File: src/rtl/fetch_pkg.sv
// Shared definitions for the instruction fetch path: state encoding and
// architectural constants also used by the program counter.
package fetch_pkg;

   typedef enum logic [1:0] {
      ST_IDLE  = 2'd0,
      ST_WAIT  = 2'd1,
      ST_HOLD  = 2'd2,
      ST_FAULT = 2'd3
   } fetch_state_t;

   localparam logic [31:0] NOP_INSTR = 32'h00000013;
   localparam logic [31:0] RESET_PC  = 32'h00000000;

endpackage

File: src/rtl/fetch_skid_buffer.sv
// One-entry instruction+PC holding register used when decode stalls while a
// fetch is still landing. Flush beats load, load beats drain.
module fetch_skid_buffer
   import fetch_pkg::*;
(
   input  logic        clk_i,
   input  logic        rst_i,
   input  logic        load_i,
   input  logic        drain_i,
   input  logic        flush_i,
   input  logic [31:0] data_i,
   input  logic [31:0] pc_i,
   output logic        valid_o,
   output logic [31:0] data_o,
   output logic [31:0] pc_o
);

   logic        valid_q;
   logic [31:0] data_q;
   logic [31:0] pc_q;

   always_ff @(posedge clk_i or posedge rst_i) begin
      if (rst_i) begin
         valid_q <= 1'b0;
         data_q  <= NOP_INSTR;
         pc_q    <= RESET_PC;
      end else if (flush_i) begin
         valid_q <= 1'b0;
      end else if (load_i) begin
         valid_q <= 1'b1;
         data_q  <= data_i;
         pc_q    <= pc_i;
      end else if (drain_i) begin
         valid_q <= 1'b0;
      end
   end

   assign valid_o = valid_q;
   assign data_o  = data_q;
   assign pc_o    = pc_q;

endmodule

File: src/rtl/instr_fetch_unit.sv
// Fetch engine between the PC, the instruction memory port and decode:
// one outstanding request, output register plus one-entry skid buffer.
module instr_fetch_unit
   import fetch_pkg::*;
#(
   parameter int TIMEOUT = 16,
   parameter int CNT_W   = 5
) (
   input  logic        CLK,
   input  logic        Reset,
   input  logic [31:0] PC,
   input  logic        Redirect,
   output logic        Fetch_Stall,
   output logic        Mem_Req,
   output logic [31:0] Mem_Addr,
   input  logic        Mem_Ack,
   input  logic [31:0] Mem_RData,
   output logic [31:0] Instr,
   output logic [31:0] Instr_PC,
   output logic        Instr_Valid,
   input  logic        Instr_Ready,
   output logic        Fetch_Fault
);

   localparam logic [CNT_W-1:0] CNT_LAST = CNT_W'(TIMEOUT - 1);

   fetch_state_t state_q, state_d;
   logic              mem_req_q, mem_req_d;
   logic [31:0]       mem_addr_q, mem_addr_d;
   logic [31:0]       instr_q, instr_d;
   logic [31:0]       instr_pc_q, instr_pc_d;
   logic              instr_valid_q, instr_valid_d;
   logic              fault_q, fault_d;
   logic              drop_q, drop_d;
   logic [CNT_W-1:0]  cnt_q, cnt_d;

   logic        skid_valid;
   logic [31:0] skid_data;
   logic [31:0] skid_pc;
   logic        out_free;
   logic        ack_live;
   logic        ack_take;
   logic        skid_load;
   logic        skid_drain;

   // Output register can accept new data if empty or consumed this cycle.
   assign out_free   = ~instr_valid_q | Instr_Ready;
   assign ack_live   = (state_q == ST_WAIT) & Mem_Ack & ~drop_q;
   assign ack_take   = ack_live & ~Redirect;
   assign skid_load  = ack_take & ~out_free;
   assign skid_drain = skid_valid & out_free & ~Redirect;

   fetch_skid_buffer u_skid (
      .clk_i   (CLK),
      .rst_i   (Reset),
      .load_i  (skid_load),
      .drain_i (skid_drain),
      .flush_i (Redirect),
      .data_i  (Mem_RData),
      .pc_i    (mem_addr_q),
      .valid_o (skid_valid),
      .data_o  (skid_data),
      .pc_o    (skid_pc)
   );

   always_comb begin
      state_d       = state_q;
      mem_req_d     = mem_req_q;
      mem_addr_d    = mem_addr_q;
      instr_d       = instr_q;
      instr_pc_d    = instr_pc_q;
      instr_valid_d = instr_valid_q;
      fault_d       = fault_q;
      drop_d        = drop_q;
      cnt_d         = cnt_q;

      if (instr_valid_q && Instr_Ready) begin
         instr_valid_d = 1'b0;
      end
      if (ack_take && out_free) begin
         instr_d       = Mem_RData;
         instr_pc_d    = mem_addr_q;
         instr_valid_d = 1'b1;
      end else if (skid_drain) begin
         instr_d       = skid_data;
         instr_pc_d    = skid_pc;
         instr_valid_d = 1'b1;
      end
      if (Redirect) begin
         instr_valid_d = 1'b0;
      end

      case (state_q)
         ST_IDLE: begin
            // During a redirect PC still shows the old address, so wait a cycle.
            if (!Redirect) begin
               if (PC[1:0] != 2'b00) begin
                  state_d = ST_FAULT;
                  fault_d = 1'b1;
               end else if (!skid_valid) begin
                  state_d    = ST_WAIT;
                  mem_req_d  = 1'b1;
                  mem_addr_d = PC;
                  cnt_d      = '0;
               end
            end
         end
         ST_WAIT: begin
            cnt_d = cnt_q + CNT_W'(1);
            if (Mem_Ack) begin
               mem_req_d = 1'b0;
               drop_d    = 1'b0;
               state_d   = skid_load ? ST_HOLD : ST_IDLE;
            end else if (cnt_q == CNT_LAST) begin
               mem_req_d = 1'b0;
               drop_d    = 1'b0;
               fault_d   = 1'b1;
               state_d   = ST_FAULT;
            end else if (Redirect) begin
               drop_d = 1'b1;
            end
         end
         ST_HOLD: begin
            if (Redirect || skid_drain) begin
               state_d = ST_IDLE;
            end
         end
         ST_FAULT: begin
            if (Redirect) begin
               fault_d = 1'b0;
               state_d = ST_IDLE;
            end
         end
         default: begin
            state_d = ST_IDLE;
         end
      endcase
   end

   always_ff @(posedge CLK or posedge Reset) begin
      if (Reset) begin
         state_q       <= ST_IDLE;
         mem_req_q     <= 1'b0;
         mem_addr_q    <= RESET_PC;
         instr_q       <= NOP_INSTR;
         instr_pc_q    <= RESET_PC;
         instr_valid_q <= 1'b0;
         fault_q       <= 1'b0;
         drop_q        <= 1'b0;
         cnt_q         <= '0;
      end else begin
         state_q       <= state_d;
         mem_req_q     <= mem_req_d;
         mem_addr_q    <= mem_addr_d;
         instr_q       <= instr_d;
         instr_pc_q    <= instr_pc_d;
         instr_valid_q <= instr_valid_d;
         fault_q       <= fault_d;
         drop_q        <= drop_d;
         cnt_q         <= cnt_d;
      end
   end

   assign Fetch_Stall = ~ack_live;
   assign Mem_Req     = mem_req_q;
   assign Mem_Addr    = mem_addr_q;
   assign Instr       = instr_q;
   assign Instr_PC    = instr_pc_q;
   assign Instr_Valid = instr_valid_q;
   assign Fetch_Fault = fault_q;

endmodule

File: config.mk
export PLATFORM = sky130hd
export DESIGN_NAME = instr_fetch_unit
export DESIGN_NICKNAME = d
export VERILOG_FILES = /design/src/rtl/fetch_pkg.sv /design/src/rtl/fetch_skid_buffer.sv /design/src/rtl/instr_fetch_unit.sv
export SDC_FILE = /design/constraint.sdc
export NUM_CORES = 1
export LEC_CHECK = 0
export BUFFER_PORTS_ARGS = -buffer_cell sky130_fd_sc_hd__buf_4
export CORE_MARGIN = 4
export CORE_UTILIZATION = 58
export DETAILED_ROUTE_END_ITERATION = 16
export PLACE_DENSITY = 0.86
export SYNTH_ARGS = -nofsm -noshare
export SYNTH_HDL_FRONTEND = slang
export SYNTH_HIERARCHICAL = 1
export SYNTH_SLANG_ARGS = --single-unit
File: constraint.sdc
create_clock -name CLK -period 5.7 [get_ports CLK]
set_input_delay 0.855 -clock CLK [delete_from_list [all_inputs] [get_ports CLK]]
set_output_delay 0.855 -clock CLK [all_outputs]
set_load 0.005 [all_outputs]
; Word-level counts from Yosys, hierarchy flattened
; Cells that the tools add are included.
[classes]
bitwise_logic = 14
addsub = 1
eq_ne = 14
n_mux = 39
n_reduce_logical = 18
[op_table]
columns = operator, count
row1 = 2-to-1 mux 32 bit, 4
row2 = 2-to-1 mux 1 bit, 20
row3 = 2-to-1 mux 2 bit, 8
row4 = 2-to-1 mux 5 bit, 3
row5 = "!= test 2 bit, second input constant", 7
row6 = one-hot mux 5 bit (2 select lines), 1
row7 = AND reduction 5 bit, 2
row8 = nonzero test 3 bit, 3
row9 = one-hot mux 2 bit (4 select lines), 1
row10 = AND reduction 4 bit, 2
row11 = inverter 1 bit, 7
row12 = bitwise AND 1 bit, 6
row13 = AND reduction 6 bit, 1
row14 = nonzero test 2 bit, 3
row15 = "adder 5 x 1 -> 5 bit, second input constant", 1
row16 = "== test 5 x 4 -> 1 bit, second input constant", 1
row17 = "== test 2 bit, second input constant", 2
row18 = AND reduction 2 bit, 2
row19 = nonzero test 4 bit, 1
row20 = "!= test 3 x 2 -> 1 bit, second input constant", 1
row21 = "!= test 3 bit, second input constant", 1
row22 = one-hot mux 1 bit (3 select lines), 1
row23 = "== test 2 x 1 -> 1 bit, second input constant", 1
row24 = logical AND 1 bit, 2
row25 = other kinds (5), 5
[totals]
in_bits = 69
output_inout_bits = 100
elab_cells = 98
regBits = 172

; Longest topological paths before layout
[logic_depth]
word_depth = 8
ltp_mapped = 9
ltp_nobuf = 6

; Modules after synthesis
; The synthesis kept the hierarchy.
[modules_own_cells]
columns = module, seq_area_each_um2, area_per_inst_um2, cells_per_inst, instances
row1 = instr_fetch_unit, 2681.3, 4745.8, 418, 1
row2 = fetch_skid_buffer, 1630.3, 2748.9, 141, 1

; Worst setup path after synthesis
; OpenSTA, ideal clock, no wires.
[synth_timing]
path_type = input-to-reg
startpoint = in Redirect
endpoint = reg u_skid.data_q[10], in the netlist u_skid/data_o[10]
stages = 6
t_arrival_ns = 2.217
setup_time_ns = 0.125
t_required_ns = 5.575
path_buffers = 2
slack_ns = 3.358
path_cell_list = or3b_1 > nor3_1 > nor2b_4 > buf_12 > buf_12 > mux2_4
[synth_via]
elab_chain_len = 4
[synth_rtl]
columns = element, line
row1 = "start, declared", instr_fetch_unit.sv:12  ; input logic Redirect,
row2 = inverter 1 bit (no line), -
row3 = bitwise AND 1 bit, instr_fetch_unit.sv:49  ; assign ack_take = ack_live & ~Redirect;
row4 = bitwise AND 1 bit, instr_fetch_unit.sv:50  ; assign skid_load = ack_take & ~out_free;
row5 = net skid_load, instr_fetch_unit.sv:43  ; logic skid_load;
row6 = AND reduction 2 bit (no line), -
row7 = "end signal, assigned", fetch_skid_buffer.sv:31  ; data_q <= data_i;
row8 = "end, declared", fetch_skid_buffer.sv:19  ; logic [31:0] data_q;
; The timed path passes the listed nets, and every way through them passes these cells.
; A chain may end at the register's enable or synchronous reset.

; Worst setup path in the final report
[layout_timing]
startpoint = reg state_q[0]
endpoint = out Fetch_Stall
[layout_via]
elab_chain_len = 4
[layout_rtl]
columns = element, line
row1 = "start, declared", instr_fetch_unit.sv:27  ; fetch_state_t state_q, state_d;
row2 = "start signal, assigned", instr_fetch_unit.sv:152  ; state_q <= state_d;
row3 = == test 2 x 1 -> 1 bit, instr_fetch_unit.sv:48  ; assign ack_live = (state_q == ST_WAIT) & Mem_Ack & ~drop_q;
row4 = bitwise AND 1 bit (2 in a row), instr_fetch_unit.sv:48
row5 = inverter 1 bit, instr_fetch_unit.sv:164  ; assign Fetch_Stall = ~ack_live;
row6 = "end, declared", instr_fetch_unit.sv:13  ; output logic Fetch_Stall,
; Every way passes these cells.

==> key figures <==
Pwr
  • Clk pwr share: 29.7%
  • Switching Share: 28.4%
  • Internal power: 0.00313 W
  • Overall Power: 0.00437 W
  • Part of the power in registers: 44.0%
  • VDD IR max: 339 uV
  • Logic pwr share: 26.3%
  • Leakage power: 4.91 nW
  • Sw power: 0.00124 W
  • PD cells: 464 nW/um2

GRT
  • Tot GR Track Use: 24.0%
  • Busiest grt layer: met2
  • Global routing usage on met3: 6.82%
  • Largest net degree at the start of global routing: 129
  • Global-route wire length before repair: 27400 um
  • Initial antenna violation count: 0
  • Grt met1 use: 29.9%
  • GRT met2 Usage: 40.0%
  • Number of global-route vias before repair: 5266
  • Congestion Overflow GR: 0

Detailed routing
  • Drc violations: 0
  • Via count: 4910
  • DR iter-0 viols: 352
  • DRT Pass-1 Iters: 4
  • Vias per inst: 5.43
  • Routed len/inst: 18.4 um
  • Total wire length: 16700 um
  • Antenna-violating nets left: 0

Hold path
  • Hold crit path type: flop to flop

Logic synthesis
  • Most frequent cell after synthesis: dfrtp_1
  • Mux contribution to synthesized area: 26.1%
  • Asr flop ratio synth: 100%
  • Yosys Warn Count: 6
  • Post-synthesis adder-cell area fraction: 0.334%
  • Leading area contributor after synthesis: dfrtp_1
  • EDFF count, synth: 0
  • Syn Std Cell Area: 7490 um2
  • Seq cells post-synth: 172
  • Synth Flop Type: dfrtp_1
  • Distinct cell type count after synthesis: 36
  • Leading post-synthesis cells by cell area: dfrtp_1 55%, mux2_4 12%, mux2i_1 8.8%, mux2_1 4.7%, o21ai_0 3.9%
  • Synth top area share: 55.4%
  • Post-synthesis sequential area ratio: 57.5%
  • Post-synthesis compound-gate area fraction: 5.93%
  • XOR/XNOR Fraction of Synth Area: 0%
  • Mapped Nets: 630
  • Simple-gate share of the synthesized area: 5.89%
  • Commonest cells in the netlist: 166 x dfrtp_1, 70 x nand2_1, 66 x mux2i_1
  • Syn_area_per_cell: 13.4 um2
  • Mapped Cells: 559
  • Largest family of logic cells by synthesized area: multiplexers

Critical path
  • Worst Path Arrival: 1.88 ns
  • Required @ worst endpoint: 4.85 ns
  • Cell Chain, Critical Path: nand2b_1, or3_1, buf_4
  • Worst path max stage delay: 0.56 ns
  • Crit end category: primary output
  • CP bufs+invs: 1
  • Crit Path Class: flop to primary output
  • Worst setup SP type: flop
  • Crit Path Max Fanout: 11
  • CP top delay family: simple AND/OR/NAND/NOR gates
  • Worst path slowest cell: dfrtp_1

Final layout
  • Fillers: 809
  • Fin cells: 905
  • Area Overhead vs Synth: 25.8%
  • Area of the multi-input gates: 2880 um2
  • Storage cell area: 4310 um2
  • Layout cells sized above 1: 38.7%
  • # diodes: 0
  • # nets final: 791

Clock tree
  • Clk_lat worst skew: 0.43 ns
  • H-tree levels: 4
  • # clock sinks: 172
  • Resized cells post-CTS: 0
  • Num CTS Buffers: 17
  • CTS tree: yes
  • CTS root buffer: clkbuf_16
  • Cts hold-fix bufs: 0
  • Clock slew at reported path FFs: 0.06 ns
  • Clock Tree Buf Depth: 2
  • # Post-CTS Setup Buffers: 0

Placed design
  • Placed Cells: 873
  • Routability cong.: 0.925
  • IO buf count: 168
  • Hpwl dp: 10900 um

Timing
  • TNS Setup: 0 ns
  • Fin. Hold Viols: 0
  • Slew @ Worst Pin: 1.17 ns
  • # setup viols final: 0
  • Fmax: 0.365 GHz
  • Final period util: 48.0%
  • RSZ-0062 raised after global routing: no
  • Worst rel slew slack: 21.8%
  • Tmin final: 2.74 ns
  • Clock Skews: 0.0122 ns
  • Pins Over Slew Limit: 0

Floorplanning
  • I/O pin count: 169
  • Core area: 12600 um2
  • Die ar.: 14800 um2
  • Standard-cell rows: 41
  • Die Span X: 122 um
  • Initial cell density of the core: 59.4%
  • Die H: 122 um

Run status
  • Outcome: finished, final reports clean

Job
  • Max-Cap Viols: 0
-- sequential cells by signal (all words and copies together) (netlist names) --
register / cells
Instr: 32
Instr_PC: 32
Mem_Addr: 32
u_skid/data_o: 32
u_skid/pc_o: 32
cnt_q: 5
state_q: 2
Fetch_Fault: 1
Instr_Valid: 1
Mem_Req: 1
drop_q: 1
u_skid/valid_o: 1
-- worst register-to-register path: stages, from the launching register on --
cell and delay (ns):
dfrtp_1 0.56, nand2b_1 0.32, nor3_1 0.42, nor2b_4 0.24, buf_4 0.57, mux2_2 0.44
-- power groups by stage --
stage	sequential (W)	clock, W	combinational [W]
after global routing	0.00198	0.00138	0.00127
after global placement	0.00190	0	0.00110
after detailed placement	0.00193	0	0.00116
after floorplan	0.00187	0	0.000502
after CTS	0.00192	0.00133	0.00117
final	0.00192	0.00130	0.00115
-- cells by family after synthesis --
group	after synthesis
buf+inv	42
fa+ha+maj	2
compound gates	83
flops	172
simple gates	99
mux	161
-- placed cells by master, fill, tap and decap left out, drive strengths merged, types with 3 or more instances in the layout --
master,count
a21oi,6
buf,176
bufinv,6
clkbuf,20
clkinv,5
dfrtp,166
dfstp,6
inv,8
mux2,95
mux2i,66
nand2,70
nand2b,3
nor2,8
nor3,4
o21ai,71
or3,4
-- path summary, 6_finish.rpt --
kind	startpoint	to	slack, ns	depth (start not counted)
max	state_q[0]$_DFFE_PP0P_	Fetch_Stall	2.96	3
min	cnt_q[4]$_DFFE_PP0P_	cnt_q[4]$_DFFE_PP0P_	0.48	2
max reg2reg	state_q[0]$_DFFE_PP0P_	u_skid/pc_o[23]$_DFFE_PP0P_	3.04	5
min reg2reg	cnt_q[4]$_DFFE_PP0P_	cnt_q[4]$_DFFE_PP0P_	0.48	2
max in group asynchronous	Reset	Instr[22]$_DFFE_PP0P_	3.96	3
min in group asynchronous	Reset	Mem_Addr[22]$_DFFE_PP0P_	0.51	2
-- final cells by class --
class,instances,area share (%)
clock buffer,20,4.84
multi-input combinational,345,30.5
timing repair buffer,176,14.0
clock inverter,12,2.30
sequential,172,45.7
inverter,8,0.345
tap,172,2.28
-- through the flow --
stage	cell area, um2	setup slack (ns)	utilization [%]	hold slack (ns)
2_1_floorplan	7490	2.03	-	0.449
6_report	9430	2.96	74.7	0.483
4_1_cts	9430	2.99	74.7	0.487
5_1_grt	9430	2.90	74.7	0.517
3_5_place_dp	8760	2.63	69.4	0.473
3_3_place_gp	8760	2.76	69.4	0.463
-- metal layers --
metal | up-vias | wire [um] | part of all wire, %
met5 | - | 0 | 0
met1 | 2483 | 6790 | 41
met4 | 0 | 162 | 0.97
met3 | 13 | 1130 | 6.8
li1 | 2261 | - | -
met2 | 153 | 8600 | 52
No activity file was read; power rests on OpenSTA's default activity.
